`src/rtl/ball_collision_mux.sv`:
```
// Final pixel colour mux plus per-frame collision accumulation.
// Overlaps are gathered across a frame and reported as one-cycle pulses after the next frame start.
module ball_collision_mux #(
  parameter int unsigned NUM_BALLS = 4,
  parameter logic [7:0]  BG_RGB    = 8'h00
) (
  input  logic                     clk,
  input  logic                     resetN,
  input  logic                     startOfFrame,
  input  logic [NUM_BALLS-1:0]     ballDR,
  input  logic [NUM_BALLS*8-1:0]   ballRGB,
  input  logic                     ropeDR,
  input  logic [7:0]               ropeRGB,
  input  logic                     playerDR,
  input  logic [7:0]               playerRGB,
  input  logic                     wallDR,
  input  logic [7:0]               wallRGB,
  output logic [7:0]               RGBout,
  output logic [NUM_BALLS-1:0]     ballHitRope,
  output logic [NUM_BALLS-1:0]     ballHitWall,
  output logic                     playerHit
);

  typedef enum logic [1:0] {WAIT_SOF, COLLECT, REPORT} state_t;

  state_t               state, state_nxt;
  logic [NUM_BALLS-1:0] rope_ov, wall_ov;
  logic                 player_ov;
  logic [NUM_BALLS-1:0] rope_f, rope_f_nxt, wall_f, wall_f_nxt;
  logic                 player_f, player_f_nxt;
  logic                 boundary;
  logic [NUM_BALLS-1:0] rope_pick;
  logic [7:0]           rgb_nxt;
  logic                 ball_found;

  assign rope_ov   = ballDR & {NUM_BALLS{ropeDR}};
  assign wall_ov   = ballDR & {NUM_BALLS{wallDR}};
  assign player_ov = playerDR & (|ballDR);

  always_comb begin
    rgb_nxt    = BG_RGB;
    ball_found = 1'b0;
    if (ropeDR) begin
      rgb_nxt = ropeRGB;
    end else if (playerDR) begin
      rgb_nxt = playerRGB;
    end else begin
      for (int unsigned i = 0; i < NUM_BALLS; i++) begin
        if (ballDR[i] && !ball_found) begin
          rgb_nxt    = ballRGB[8*i +: 8];
          ball_found = 1'b1;
        end
      end
      if (!ball_found && wallDR)
        rgb_nxt = wallRGB;
    end
  end

  // The rope pops only the lowest-indexed ball that touched it this frame.
  always_comb begin
    rope_pick = '0;
    for (int unsigned i = 0; i < NUM_BALLS; i++) begin
      if (rope_f[i] && (rope_pick == '0))
        rope_pick[i] = 1'b1;
    end
  end

  always_comb begin
    state_nxt    = state;
    rope_f_nxt   = rope_f;
    wall_f_nxt   = wall_f;
    player_f_nxt = player_f;
    boundary     = 1'b0;
    case (state)
      WAIT_SOF: begin
        rope_f_nxt   = '0;
        wall_f_nxt   = '0;
        player_f_nxt = 1'b0;
        if (startOfFrame) begin
          state_nxt    = COLLECT;
          rope_f_nxt   = rope_ov;
          wall_f_nxt   = wall_ov;
          player_f_nxt = player_ov;
        end
      end
      COLLECT: begin
        if (startOfFrame) begin
          // Reload with the SOF pixel's overlaps so they belong to the new frame.
          boundary     = 1'b1;
          state_nxt    = REPORT;
          rope_f_nxt   = rope_ov;
          wall_f_nxt   = wall_ov;
          player_f_nxt = player_ov;
        end else begin
          rope_f_nxt   = rope_f | rope_ov;
          wall_f_nxt   = wall_f | wall_ov;
          player_f_nxt = player_f | player_ov;
        end
      end
      REPORT: begin
        state_nxt    = COLLECT;
        rope_f_nxt   = rope_f | rope_ov;
        wall_f_nxt   = wall_f | wall_ov;
        player_f_nxt = player_f | player_ov;
      end
      default: begin
        state_nxt    = WAIT_SOF;
        rope_f_nxt   = '0;
        wall_f_nxt   = '0;
        player_f_nxt = 1'b0;
      end
    endcase
  end

  always_ff @(posedge clk or negedge resetN) begin
    if (!resetN) begin
      state       <= WAIT_SOF;
      rope_f      <= '0;
      wall_f      <= '0;
      player_f    <= 1'b0;
      RGBout      <= 8'h00;
      ballHitRope <= '0;
      ballHitWall <= '0;
      playerHit   <= 1'b0;
    end else begin
      state    <= state_nxt;
      rope_f   <= rope_f_nxt;
      wall_f   <= wall_f_nxt;
      player_f <= player_f_nxt;
      RGBout   <= rgb_nxt;
      if (boundary) begin
        ballHitRope <= rope_pick;
        ballHitWall <= wall_f;
        playerHit   <= player_f & ~(|rope_f);
      end else begin
        ballHitRope <= '0;
        ballHitWall <= '0;
        playerHit   <= 1'b0;
      end
    end
  end

endmodule
```
`config.mk`:
```
export PLATFORM = sky130hd
export DESIGN_NAME = ball_collision_mux
export DESIGN_NICKNAME = d
export VERILOG_FILES = /design/src/rtl/ball_collision_mux.sv
export SDC_FILE = /design/constraint.sdc
export NUM_CORES = 1
export LEC_CHECK = 0
export ABC_AREA = 1
export CAP_MARGIN = 30
export CORE_MARGIN = 3
export CORE_UTILIZATION = 39
export CTS_CLUSTER_SIZE = 12
export DETAILED_ROUTE_END_ITERATION = 6
export PLACE_DENSITY = 0.77
export RECOVER_POWER = 50
export SYNTH_ARGS = -nofsm -noshare
export SYNTH_HDL_FRONTEND = slang
export SYNTH_SLANG_ARGS = --single-unit
```
`constraint.sdc`:
```
create_clock -name clk -period 1.7 [get_ports clk]
set_clock_uncertainty 0.15 [all_clocks]
set_input_delay 0.34 -clock clk [delete_from_list [all_inputs] [get_ports clk]]
set_output_delay 0.34 -clock clk [all_outputs]
set_load 0.02 [all_outputs]
```
# After elaboration in Yosys (flattened, before gate mapping)
# Index checks and enable logic that the tools add are counted.
[totals]
regBits = 28
output_inout_bits = 17
wordCells = 78
input_bits = 66
[classes]
n_bitwise = 9
reduce_logical = 17
n_eq_ne = 4
n_mux = 40
[op_table]
columns = ["cell", "count"]
rows = [
  ["$mux W8", 7],
  ["$mux W4", 6],
  ["$pmux W4 S3", 2],
  ["$mux W1", 21],
  ["$and A4 B4 Y4", 2],
  ["$or A4 B4 Y4", 2],
  ["$reduce_or A4 Y1", 2],
  ["$logic_and A1 B1 Y1", 7],
  ["$pmux W2 S3", 1],
  ["$logic_not A1 Y1", 4],
  ["$logic_not A2 Y1", 2],
  ["$mux W2", 2],
  ["$ne A2 B2 Y1 const B", 2],
  ["$logic_not A3 Y1", 1],
  ["$pmux W1 S3", 1],
  ["$and A1 B1 Y1", 2],
  ["$eq A2 B1 Y1 const B", 1],
  ["$eq A2 B2 Y1 const B", 1],
  ["$not A1 Y1", 2],
  ["$reduce_and A2 Y1", 1],
  ["$or A1 B1 Y1", 1],
]

# Longest topological paths before layout
# Gate-level depths: netlist of run 1.
[depth]
ltp_word = 23
depth_mapped = 8
ltp_nobuf = 8

# Least setup slack after synthesis of run 1
# OpenSTA, ideal clock, no wires.
[synth_path]
path_kind = "in2reg"
start = "input ballDR[2]"
end = "register RGBout[0]"
n_path_buf = 1
t_required_ns = 1.485
setup_time_ns = 0.065
path_slack_ns = 0.501
arrival_time_ns = 0.984
cell_stages = 8
cell_sequence = "buf_6 > nor2_4 > nand3_2 > nor2_1 > nor2_1 > nand2_1 > nand2_1 > nand2_1"
[synth_via]
elab_chain_len = 14
elab_cells_between_ends = 16
cone_classes = "mux (11); reduce/logical (5)"
[synth_lines]
columns = ["item", "line", "rtl"]
rows = [
  ["start: declaration", "10", "input logic [NUM_BALLS-1:0] ballDR,"],
  ["$logic_and A1 B1 Y1 *", "49", "if (ballDR[i] && !ball_found) begin"],
  ["$mux W1", "49", ""],
  ["$mux W1", "45", "end else if (playerDR) begin"],
  ["$mux W1", "43", "if (ropeDR) begin"],
  ["$logic_not A1 Y1", "49", ""],
  ["$logic_and A1 B1 Y1", "49", ""],
  ["$mux W1", "49", ""],
  ["$mux W1", "45", ""],
  ["$mux W1", "43", ""],
  ["$logic_not A1 Y1", "54", "if (!ball_found && wallDR)"],
  ["$logic_and A1 B1 Y1", "54", ""],
  ["$mux W8 *", "54", ""],
  ["$mux W8 *", "45", ""],
  ["$mux W8 *", "43", ""],
  ["net rgb_nxt[0]", "33", "logic [7:0] rgb_nxt;"],
  ["end signal: assignment", "130", "RGBout <= rgb_nxt;"],
  ["end: declaration", "18", "output logic [7:0] RGBout,"],
]
# Mark *: on every way through the listed nets, which the timed path passes. The rest lies on a longest branch. The select of a mux whose other input is x is not followed.
# A chain may end at the register's enable or synchronous reset.

# Worst setup path in the final report of run 1
[layout_path]
start = "register RGBout[6]"
end = "output RGBout[6]"
# No word-level cell between the ends.

==> qor.txt, run 1 <==
internal reg-to-reg setup slack = 0.24 ns
clk buf depth = 2
DR WL/cell = 11.83 um
FMAX = 595.4 MHz
initial DRC count = 102
PnR worst setup slack = 0.02051 ns
area of all placed cells without fillers = 2625 sq um
clock slew at reported path FFs = 0.09 ns
first-pass GRT wire length = 6989 um
share of the synthesized area in the top cell type = 0.4437
Comb pwr share = 0.390
placed inst area = 2546 sq um
worst r2r dst = playerHit
vias in the first global route = 1682
Initial Utilization = 0.4187
Tot GR Track Use = 0.1736
drt drc = 0
Syn-to-layout area delta = 66.24%
leakage power = 1.448 nW
area of the mapped netlist = 1579 sq um
die area = 4848 sq um
cell count after synthesis = 216
Max transition margin = 0.5529
Setup Viol. Count Final = 0
Tcrit/Tclk final = 0.9879
TritonCTS buffer count = 3
RSZ-0062 raised after global routing = false
CTS tree = done
CP Data Required Time = 1.21 ns
Unique masters post-synth = 20
Root Driver = clkbuf_8
Clk pwr share = 0.174
Syn Nets = 282
CP Buf/Inv Count = 1
placed insts = 357
total gr overflow = 0
Nets = 382
TritonRoute pass-1 iters = 4
Power Total = 1.943 mW
FF-to-FF path depth = 5
endpoints failing hold = 0
internal power = 1.303 mW
worst skew pair latency = 0.26 ns
Die H = 69.63 um
Slowest cell on crit path = clkdlybuf4s50_1
Max FO, Critical Path = 1
largest net degree at the start of global routing = 29
slowest stage delay, CP = 0.59 ns
Tmin final = 1.679 ns
Via Count = 1707
Reg-to-Reg Start = state[1]
hold_sp = rope_f[1]
Hold Path End = ballHitRope[2]
die width = 69.63 um
post-cts hold buffer count = 0
Place WS = -0.2090 ns
CP Data Arrival Time = 1.19 ns
syn avg cell area = 7.310 sq um
CP top delay family = buffers and inverters
status = finished clean
Slew Viols, Final = 0
fill count = 344
post-DP HPWL = 3545 um
clk sinks = 28
cell chain of the critical path = clkdlybuf4s50_1
total wire length = 4282 um
CP startpoint kind = flop
Psw = 640.4 uW
switching portion of total power = 0.3295
fin util = 0.6961
Non-Filler Instances = 362
Synth area leaders = dfrtp_1, nand2_1, nor2_1
htree depth = 1
Hold Crit Depth = 1
Ant. Diodes = 0
post-synth top area cell = dfrtp_1
Rows = 22
hold crit path type = reg -> reg
DRT antenna net count = 0
vias per std cell = 4.715
register area share after synthesis = 0.4437
Yosys reg bits = 28
maxcap violations = 0
share of cells above drive strength 1 = 0.1146
num ports = 83
Syn. warnings = 0
Reg power frac = 0.436
pwr/cell area = 740.4 nW/um^2
IO buf count = 82
initial antenna violation count = 0
Worst IR Drop VDD = 0.0003926 V
Worst Tran Pin Value = 0.6707 ns
Final GP Congestion = 0.9099
Worst Path Class, Setup = reg -> out
Crit. End Element = primary output
core footprint = 3771 sq um
-- state kept, by name, summed over array words and instances (netlist names) --
signal / count
RGBout: 8
ballHitRope: 4
ballHitWall: 4
playerHit: 1
player_f: 1
rope_f: 4
state: 2
wall_f: 4
-- how the worst max path moves through the flow --
stage                   startpoint        endpoint  slack (ns)  cells past startpoint
floorplan                ballDR[2]       RGBout[0]        0.50                      8
global placement         ballDR[0]       RGBout[0]       -0.19                      9
detailed placement       ballDR[0]       RGBout[0]       -0.21                      8
CTS                 ballHitRope[3]  ballHitRope[3]       0.005                      1
global route             RGBout[6]       RGBout[6]       0.002                      1
finish                   RGBout[6]       RGBout[6]        0.02                      1
-- timing repair --
item                                    CTS  global route
endpoints found under the setup margin    4            19
gates resized for setup                   4            14
buffers inserted                          0             2
pin swaps                                 0             1
-- cell families after synthesis --
kind of cell / count (synthesis) / share of synthesized area
AOI/OAI and AO/OA: 13 / 0.04596
and+or+nand+nor: 136 / 0.3978
buffers and inverters: 39 / 0.1125
DFF: 28 / 0.4437
-- worst reg2reg max path: stages (launching register included) --
cell and delay, ns:
dfrtp_1 0.39, nor2_1 0.16, inv_1 0.10, nor2_1 0.15, inv_1 0.16, nor4_1 0.23
-- metal layers --
metal | part of all wire | vias up | global-route usage | wire [um]
li1 | - | 872 | - | -
met1 | 0.41 | 749 | 0.2091 | 1740
met2 | 0.49 | 80 | 0.3051 | 2108
met3 | 0.086 | 6 | 0.03623 | 368
met4 | 0.015 | 0 | 0.06170 | 63
met5 | 0 | - | 0 | 0
-- layout by cell type (no fill, tap or decap) --
cell type,n
clkdlybuf4s50_1,63
nor2_1,52
nand2_1,50
inv_1,29
dfrtp_1,28
buf_4,17
nand3_1,13
dlymetal6s2s_1,13
o21ai_0,6
o22ai_1,6
nand4_1,6
nand3_2,6
dlygate4sd2_1,4
inv_2,3
nor2_4,3
clkbuf_8,3
nor4_1,2
nor3_1,2
dlygate4sd3_1,2
nand2_2,1
a21oi_1,1
clkinv_1,1
nand3_4,1
buf_12,1
clkbuf_2,1
-- metrics by stage --
| stage | hold slack [ns] | TNS (ns) |
|---|---|---|
| 2_1_floorplan | -0.1056 | 0 |
| 3_3_place_gp | 0.2670 | -1.321 |
| 3_5_place_dp | 0.2765 | -1.627 |
| 4_1_cts | 0.2883 | 0 |
| 5_1_grt | 0.3118 | 0 |
| 6_report | 0.2891 | 0 |
-- cells in the mapped netlist --
cell type  number
nand3_2         7
buf_4           2
clkinv_1        1
dfrtp_1        28
nor2_2          1
a21oi_1         1
buf_6           3
nand2_1        50
nand3_1        13
nor3_1          2
o22ai_1         6
nor2_1         50
buf_2           1
nand4_1         6
inv_1          28
nor2_4          4
o21ai_0         6
inv_2           4
nor4_1          2
nand2_2         1
-- power groups by stage --
stage               clock [mW]  combinational, mW  sequential (mW)
floorplan                    0              0.351            0.905
global placement             0              0.766            0.855
detailed placement           0              0.779            0.862
CTS                      0.343              0.777            0.849
global route             0.361              0.831            0.858
finish                   0.338              0.759            0.847
-- area by class of cell --
class,count,area (sq um),area share
timing repair buffer,101,1001,0.3813
sequential,28,700.7,0.2669
multi-input combinational,149,698.2,0.2660
inverter,33,123.9,0.04719
tap,48,60.06,0.02288
clock buffer,3,41.29,0.01573
No activity file was read; power rests on OpenSTA's default activity.
==> run 2, diff against run 1 <==
--- a/config.mk
+++ b/config.mk
@@ -8,10 +8,10 @@
 export ABC_AREA = 1
 export CAP_MARGIN = 30
 export CORE_MARGIN = 3
-export CORE_UTILIZATION = 39
+export CORE_UTILIZATION = 35
 export CTS_CLUSTER_SIZE = 12
 export DETAILED_ROUTE_END_ITERATION = 6
-export PLACE_DENSITY = 0.77
+export PLACE_DENSITY = 0.7
 export RECOVER_POWER = 50
 export SYNTH_ARGS = -nofsm -noshare
 export SYNTH_HDL_FRONTEND = slang
==> run 2 against run 1 <==
Against the previous run: first-iteration DRC count grew 2.9%; via count shrank 0.18%; critical path depth grew 8; non-clock buffer count grew 2; core utilization shrank 6.9 points; count of clock-buffer cells in the layout grew 1; sequential share of layout area grew 0.10 points; clock power grew 21%; global-route usage grew 2.0 points; fmax grew 9.5%; sequential power grew 0.8%; largest cell class unchanged; sequential cell count is the same.
==> qor.txt, run 2 (synthesized netlist as in run 1, its figures left out) <==
clk sinks = 28 (unchanged)
Tcrit/Tclk final = 0.9025 (-0.08539)
TritonCTS buffer count = 3 (unchanged)
CP Data Arrival Time = 1.61 ns (+0.42 ns)
switching portion of total power = 0.3375 (+0.008008)
vias in the first global route = 1816 (+8.0%)
setup TNS = 0 ns (unchanged)
Worst Path Class, Setup = in -> reg
Reg power frac = 0.421 (-0.015)
first-pass GRT wire length = 8052 um (+15%)
Die H = 73.17 um (+5.1%)
FMAX = 651.8 MHz (+9.5%)
CP startpoint = ballDR[1]
clock slew at reported path FFs = 0.09 ns (about the same)
area of all placed cells without fillers = 2615 sq um (-0.38%)
DR WL/cell = 13.30 um (+12%)
Power Total = 2.029 mW (+4.4%)
Comb pwr share = 0.377 (-0.013)
largest net degree at the start of global routing = 29 (unchanged)
initial antenna violation count = 0 (unchanged)
share of cells above drive strength 1 = 0.1262 (+0.01153)
Reg-to-Reg Start = state[1]
commonest non-fill, non-tap cells in the layout = clkdlybuf4s50_1, nor2_1, nand2_1
DRT antenna net count = 0 (unchanged)
CTS tree = done
pwr/cell area = 776.1 nW/um^2 (+4.8%)
die area = 5353 sq um (+10%)
Worst IR Drop VDD = 0.0003175 V (-19%)
placed inst area = 2566 sq um (+0.79%)
vias per std cell = 4.643 (-1.5%)
CP Data Required Time = 1.77 ns (+0.56 ns)
status = finished clean
Tot GR Track Use = 0.1941 (+0.02045)
Crit. End Element = flop
maxcap violations = 0 (unchanged)
commonest non-fill, non-tap cell in the layout = clkdlybuf4s50_1
max reg flops = 8 (unchanged)
Max transition margin = 0.5432 (-0.009718)
fill count = 375 (+9.0%)
CP dominant cell by count = nand2_1
total wire length = 4882 um (+14%)
Place WS = -0.1770 ns (+0.03205 ns)
TritonRoute pass-1 iters = 4 (unchanged)
worst skew pair latency = 0.27 ns (about the same)
Worst Tran Pin Value = 0.6852 ns (+0.01458 ns)
leakage power = 1.391 nW (-3.9%)
num ports = 83 (unchanged)
Rows = 23 (+4.5%)
Slew Viols, Final = 0 (unchanged)
Root Driver = clkbuf_8
Via Count = 1704 (-0.18%)
clk buf depth = 2 (unchanged)
CP startpoint kind = input port
internal power = 1.344 mW (+3.2%)
Psw = 685.0 uW (+7.0%)
core footprint = 4173 sq um (+11%)
slowest stage delay, CP = 0.46 ns (-0.13 ns)
Top reg by flops = RGBout
Max FO, Critical Path = 6 (+5)
postcts setup bufs = 0 (unchanged)
hold_sp = rope_f[1]
hold crit path type = reg -> reg
post-DP HPWL = 4088 um (+15%)
endpoints failing hold = 0 (unchanged)
Nets = 384 (+0.52%)
Setup Viol. Count Final = 0 (unchanged)
Tmin final = 1.534 ns (-0.1452 ns)
PnR worst setup slack = 0.1657 ns (+0.1452 ns)
FF+latch area = 700.7 sq um (unchanged)
Final GP Congestion = 0.8725 (-4.1%)
Slowest cell on crit path = clkdlybuf4s50_1
total gr overflow = 0 (unchanged)
initial DRC count = 105 (+2.9%)
Initial Utilization = 0.3784 (-0.04030)
Clk pwr share = 0.202 (+0.028)
htree depth = 1 (unchanged)
cell chain of the critical path = clkdlybuf4s50_1 -> nor2_4 -> buf_4 -> nand3_2 -> nor2_1 -> nor2_1 -> nand2_1 -> nand2_1 -> nand2_1
IO buf count = 82 (unchanged)
Syn-to-layout area delta = 65.61%
area of the multi-input gates = 693.2 sq um (-0.72%)
die width = 73.17 um (+5.1%)
drt drc = 0 (unchanged)
RSZ-0062 raised after global routing = false
Ant. Diodes = 0 (unchanged)
## run 2: per-layer routing
layer	part of all wire	up-vias	GRT usage
met5	0	-	0
met4	0.015	0	0.04918
met3	0.052	7	0.02066
met2	0.57	64	0.3803
met1	0.36	761	0.2182
li1	-	872	-
## run 2: final cells by class
cell class	count	area share
Tap cell	50	0.02392
Multi-Input combinational cell	149	0.2651
Timing Repair Buffer	103	0.3746
Inverter	33	0.04737
Clock buffer	4	0.02105
Sequential cell	28	0.2679
## run 2: worst paths after layout
path / slack [ns] / end / depth (start not counted)
worst max-delay path: 0.17 / RGBout[5] / 9
min in group asynchronous: 0.49 / ballHitWall[0] / 2
worst min register to register: 0.29 / ballHitRope[2] / 1
max in group asynchronous: 0.47 / ballHitWall[3] / 2
worst min-delay path: 0.29 / ballHitRope[2] / 1
worst max register to register: 0.28 / ballHitRope[2] / 5
## run 2: critical path: cells and delay by family
kind,cells,cell delay (ns)
buf+inv,2,0.60
simple gates,7,0.68
## run 2: repair_timing
| action | in CTS | in global routing |
|---|---|---|
| pin swaps | 0 | 0 |
| resized for setup | 11 | 7 |
| hold buffers | 0 | 0 |
| setup endpoints to repair | 11 | 10 |
## run 2: power groups by stage
stage | clock, mW | sequential, mW | combinational [mW]
floorplan | 0 | 0.905 | 0.351
global placement | 0 | 0.858 | 0.776
detailed placement | 0 | 0.866 | 0.798
CTS | 0.415 | 0.854 | 0.786
global route | 0.432 | 0.863 | 0.848
finish | 0.410 | 0.854 | 0.766
## run 2: stage by stage
stage,hold WS [ns],cells,utilization
after floorplan,-0.1056,216,-
after global placement,0.2676,363,0.6150
after detailed placement,0.2779,363,0.6150
after CTS,0.2906,367,0.6249
after global routing,0.3027,367,0.6267
final,0.2895,367,0.6267
